File: config.mk
export PLATFORM = sky130hd
export DESIGN_NAME = seq_shifter
export DESIGN_NICKNAME = d
export VERILOG_FILES = /design/src/rtl/seq_shifter.sv
export SDC_FILE = /design/constraint.sdc
export NUM_CORES = 1
export LEC_CHECK = 0
export ABC_CLOCK_PERIOD_IN_PS = 1900
export CAP_MARGIN = 20
export CORE_MARGIN = 10
export CORE_UTILIZATION = 30
export CTS_CLUSTER_SIZE = 8
export DETAILED_ROUTE_END_ITERATION = 10
export PLACE_DENSITY_LB_ADDON = 0.08
export REMOVE_ABC_BUFFERS = 1
export SLEW_MARGIN = 20
export SYNTH_ARGS = -nofsm -noshare
export SYNTH_HDL_FRONTEND = slang
export SYNTH_SLANG_ARGS = --single-unit
File: constraint.sdc
create_clock -name clk -period 1.9 [get_ports clk]
set_clock_uncertainty 0.2 [all_clocks]
set_input_delay 0.38 -clock clk [delete_from_list [all_inputs] [get_ports clk]]
set_output_delay 0.38 -clock clk [all_outputs]
set_load 0.02 [all_outputs]
File: src/rtl/seq_shifter.sv
// rtl/seq_shifter.sv - one-bit-per-clock iterative shifter with start/busy/done; SEQ_SHIFTER_ARITH_EN selects arithmetic right shift
module seq_shifter #(
  parameter int WIDTH   = 8,
  parameter int SHAMT_W = 3
) (
  input  logic               clk,
  input  logic               rst,
  input  logic               start,
  input  logic [WIDTH-1:0]   in,
  input  logic [SHAMT_W-1:0] shamt,
  input  logic               dir,
  output logic [WIDTH-1:0]   out,
  output logic               busy,
  output logic               done
);

  localparam logic [1:0] ST_IDLE  = 2'd0;
  localparam logic [1:0] ST_SHIFT = 2'd1;
  localparam logic [1:0] ST_DONE  = 2'd2;

  localparam logic [SHAMT_W-1:0] CNT_ONE = SHAMT_W'(1);

  logic [1:0]         state_q, state_d;
  logic [WIDTH-1:0]   wreg_q, wreg_d;
  logic [SHAMT_W-1:0] cnt_q, cnt_d;
  logic               dir_q, dir_d;
  logic [WIDTH-1:0]   out_q, out_d;
  logic               fill;
  logic [WIDTH-1:0]   shifted;

`ifdef SEQ_SHIFTER_ARITH_EN
  // Arithmetic right shift replicates the sign bit on every step.
  assign fill = wreg_q[WIDTH-1];
`else
  // Logical right shift fills with zero.
  assign fill = 1'b0;
`endif

  // One-bit step of the work register in the latched direction.
  always_comb begin
    shifted = wreg_q;
    if (dir_q) begin
      shifted = {wreg_q[WIDTH-2:0], 1'b0};
    end else begin
      shifted = {fill, wreg_q[WIDTH-1:1]};
    end
  end

  // Next-state logic: accept in IDLE, step in SHIFT, publish on DONE entry.
  always_comb begin
    state_d = state_q;
    wreg_d  = wreg_q;
    cnt_d   = cnt_q;
    dir_d   = dir_q;
    out_d   = out_q;
    case (state_q)
      ST_IDLE: begin
        if (start) begin
          wreg_d = in;
          cnt_d  = shamt;
          dir_d  = dir;
          if (shamt != '0) begin
            state_d = ST_SHIFT;
          end else begin
            state_d = ST_DONE;
            out_d   = in;
          end
        end
      end
      ST_SHIFT: begin
        wreg_d = shifted;
        cnt_d  = cnt_q - CNT_ONE;
        // Exit on cnt==1 so the counter never wraps through zero.
        if (cnt_q == CNT_ONE) begin
          state_d = ST_DONE;
          out_d   = shifted;
        end
      end
      ST_DONE: begin
        state_d = ST_IDLE;
      end
      default: begin
        state_d = ST_IDLE;
      end
    endcase
  end

  // State registers; reset abandons any in-flight operation.
  always_ff @(posedge clk or posedge rst) begin
    if (rst) begin
      state_q <= ST_IDLE;
      wreg_q  <= '0;
      cnt_q   <= '0;
      dir_q   <= 1'b0;
      out_q   <= '0;
    end else begin
      state_q <= state_d;
      wreg_q  <= wreg_d;
      cnt_q   <= cnt_d;
      dir_q   <= dir_d;
      out_q   <= out_d;
    end
  end

  assign out  = out_q;
  assign busy = (state_q != ST_IDLE);
  assign done = (state_q == ST_DONE);

endmodule

==> summary.txt <==
WP data required - 1320 ps
Vias in the first global route - 933
Core Region - 3744 um2
Wire per inst - 14.34 um
Routed vias - 854
Slew Limit Fails - 0
Initial DRC count - 16
Post-synthesis sequential area ratio - 0.4671
Largest net degree at the start of global routing - 23
Placed wire-length estimate - 2.182 mm
Register area - 551.8 um2
Cells along the critical path - clkdlybuf4s50_1
Router iterations before antenna repair - 3
Die Y - 82.68 um
DRC viols - 0
Max_slew headroom - 0.8085
Tmin final - 1839 ps
CTS root buf - clkbuf_8
Routed WL - 2.738 mm
Post-Synth XOR/XNOR Area - 0
Power per cell area - 1614 nW/um2
Leakage - 0.7852 nW
Largest family of logic cells by synthesized area - multiplexers
GRT Util Overall - 0.08686
Worst endpoint data arrival time - 1260 ps
# IOs - 25
Post-synthesis adder-cell area fraction - 0.02123
Worst Setup End Kind - output port
R2R Path Start - state_q[1]
Vias per inst - 4.471
Later-pin clock latency in the skew report - 260 ps
CP startpoint - out[7]
Unique masters post-synth - 26
Longest Clk Path Bufs - 2
MaxCap Viol Count - 0
Reg2reg end - out[6]
#FFs+latches synth - 22
Final hold vios - 0
FP Rows - 22
Yosys warns - 0
Post-Syn Area - 1179 um2
Hold/Removal Path Class - in -> async
Post-synthesis mux area share - 0.2410
Average cell area after synthesis - 11.12 um2
Worst Setup Start Kind - register
RSZ-0062 raised after global routing - false
Area growth syn-to-layout - 35.24%
Final instance area - 1594 um2
CP top delay family - buffers and inverters
Multi-input combinational cell area - 541.8 um2
Fin util - 0.4258
Die Wd - 82.68 um
Gp weighted congestion - 0.7504
Worst path slowest cell - clkdlybuf4s50_1
First-pass GRT wire length - 4.574 mm
Worst Tran Pin Value - 287.3 ps
Total congestion overflow - 0
Peak VDD IR - 0.5743 mV
Pre-CTS setup slack - -173.8 ps
Detail Route Antenna Nets - 0
Period utilization - 0.9678
R2R setup slack - 70 ps
Final WS setup - 61.21 ps
Slowest stage delay, CP - 620 ps
Starting density of the core - 0.3148
DP Area - 1554 um2
Final setup fails - 0
Ant. Diodes - 0
Layout cells sized above 1 - 0.2448
Worst Path Buf+Inv - 1
CTS tree - done
Post-Synth Simple-Gate Area - 0.08705
Clk slew on worst S/H paths - 80 ps
Port bufs - 24
Hold_ws - 258.8 ps
Kind of critical path - reg -> out
Compound-Gate Fraction of Synth Area - 0.1104
Filler Cell Count - 382
Initial antenna violation count - 0
CTS buffer count - 3
Clk sinks - 22
FF-to-FF path depth - 4
Die area - 6836 um2
H-tree Lvls - 1
NumNets Final - 162
Crit-path max FO - 2
Syn Inst Count - 106
Max Clock Freq - 543.8 MHz
Setup_tns - 0 ps
Outcome - finished, final reports clean
==> worst reg2reg max path, delay by kind of cell, from the launching register on <==
| family | cells | cell delay [ps] |
|---|---|---|
| AND/OR/NAND/NOR | 1 | 260 |
| flip-flops | 1 | 430 |
| multiplexers | 2 | 660 |
| buffers and inverters | 1 | 180 |
==> cell usage after synthesis (all sizes together) <==
master    n  share of area
a21oi     3          0.013
a21o      1         0.0064
nor2b     4          0.023
o31ai     1         0.0064
mux2i    13           0.11
nor3      1         0.0042
a32oi     1          0.023
nand2     8          0.025
dfrtp    22           0.47
ha        2          0.021
mux2     13           0.13
o21a      1         0.0064
o32ai     1         0.0074
nor2      4          0.015
a2bb2oi   1         0.0074
o21ai     8          0.034
and2b     1         0.0064
nor3b     1         0.0064
inv      13          0.041
o21bai    1         0.0064
nand3b    1         0.0064
buf       5          0.032
==> cell families after synthesis <==
family / after synthesis
adder cells (fa/ha/maj): 2
buffers and inverters: 18
flip-flops: 22
multiplexers: 26
AO/OA/AOI/OAI: 18
AND/OR/NAND/NOR: 20
==> power breakdown <==
part / leakage, nW / internal (mW) / switching (mW)
Sequential: 0.265 / 0.705 / 0.170
Combinational: 0.499 / 0.760 / 0.654
Clock: 0.0216 / 0.141 / 0.142
Total: 0.785 / 1.61 / 0.966
==> state kept, by name, indices dropped and copies added, names as in the netlist <==
register / count
cnt_q: 3
wreg_q: 8
state_q: 2
out: 8
dir_q: 1
==> worst max path at each step <==
stage / end / slack [ps] / cells after the start
after floorplan: out[6] / -50 / 3
after CTS: out[6] / 50 / 4
after global placement: out[5] / -120 / 5
after global routing: out[6] / 5 / 4
after detailed placement: out[5] / -170 / 5
final: out[7] / 60 / 1
==> cell usage in the layout (no fill, tap or decap), drive strengths merged <==
cell type | netlist | routed
clkbuf | 0 | 3
a21o | 1 | 1
nor3 | 1 | 1
ha | 2 | 2
clkdlybuf4s50 | 0 | 22
o21ai | 8 | 8
nand3b | 1 | 1
o21a | 1 | 1
mux2 | 13 | 13
inv | 13 | 13
o21bai | 1 | 1
nor2b | 4 | 4
and2b | 1 | 1
mux2i | 13 | 13
o32ai | 1 | 1
a2bb2oi | 1 | 1
buf | 5 | 15
dfrtp | 22 | 22
o31ai | 1 | 1
nor2 | 4 | 4
a21oi | 3 | 3
a32oi | 1 | 1
nor3b | 1 | 1
dlygate4sd2 | 0 | 2
nand2 | 8 | 8
==> area by class of cell <==
class                           count  area share
Sequential cell                    22      0.3462
Timing Repair Buffer               39      0.2198
Clock buffer                        3     0.02590
Multi-Input combinational cell     66      0.3399
Tap cell                           48     0.03768
Inverter                           13     0.03061
==> metrics by stage <==
| stage | cells | total power, mW |
|---|---|---|
| floorplan | 101 | 1.729 |
| global placement | 188 | 2.308 |
| detailed placement | 188 | 2.329 |
| CTS | 191 | 2.622 |
| global route | 191 | 2.786 |
| finish | 191 | 2.572 |
==> layer usage <==
metal / track usage / wire [um] / vias up
li1: - / - / 434
met1: 0.1009 / 1225 / 399
met2: 0.1474 / 1314 / 17
met3: 0.02376 / 160 / 4
met4: 0.03512 / 37 / 0
met5: 0 / 0 / -
==> timing repair <==
action / 4_1_cts / 5_1_grt
setup buffers: 0 / 0
resized for setup: 3 / 0
endpoints found under the setup margin: 2 / 0
hold buffers: 0 / 0
No activity file was read; power rests on OpenSTA's default activity.
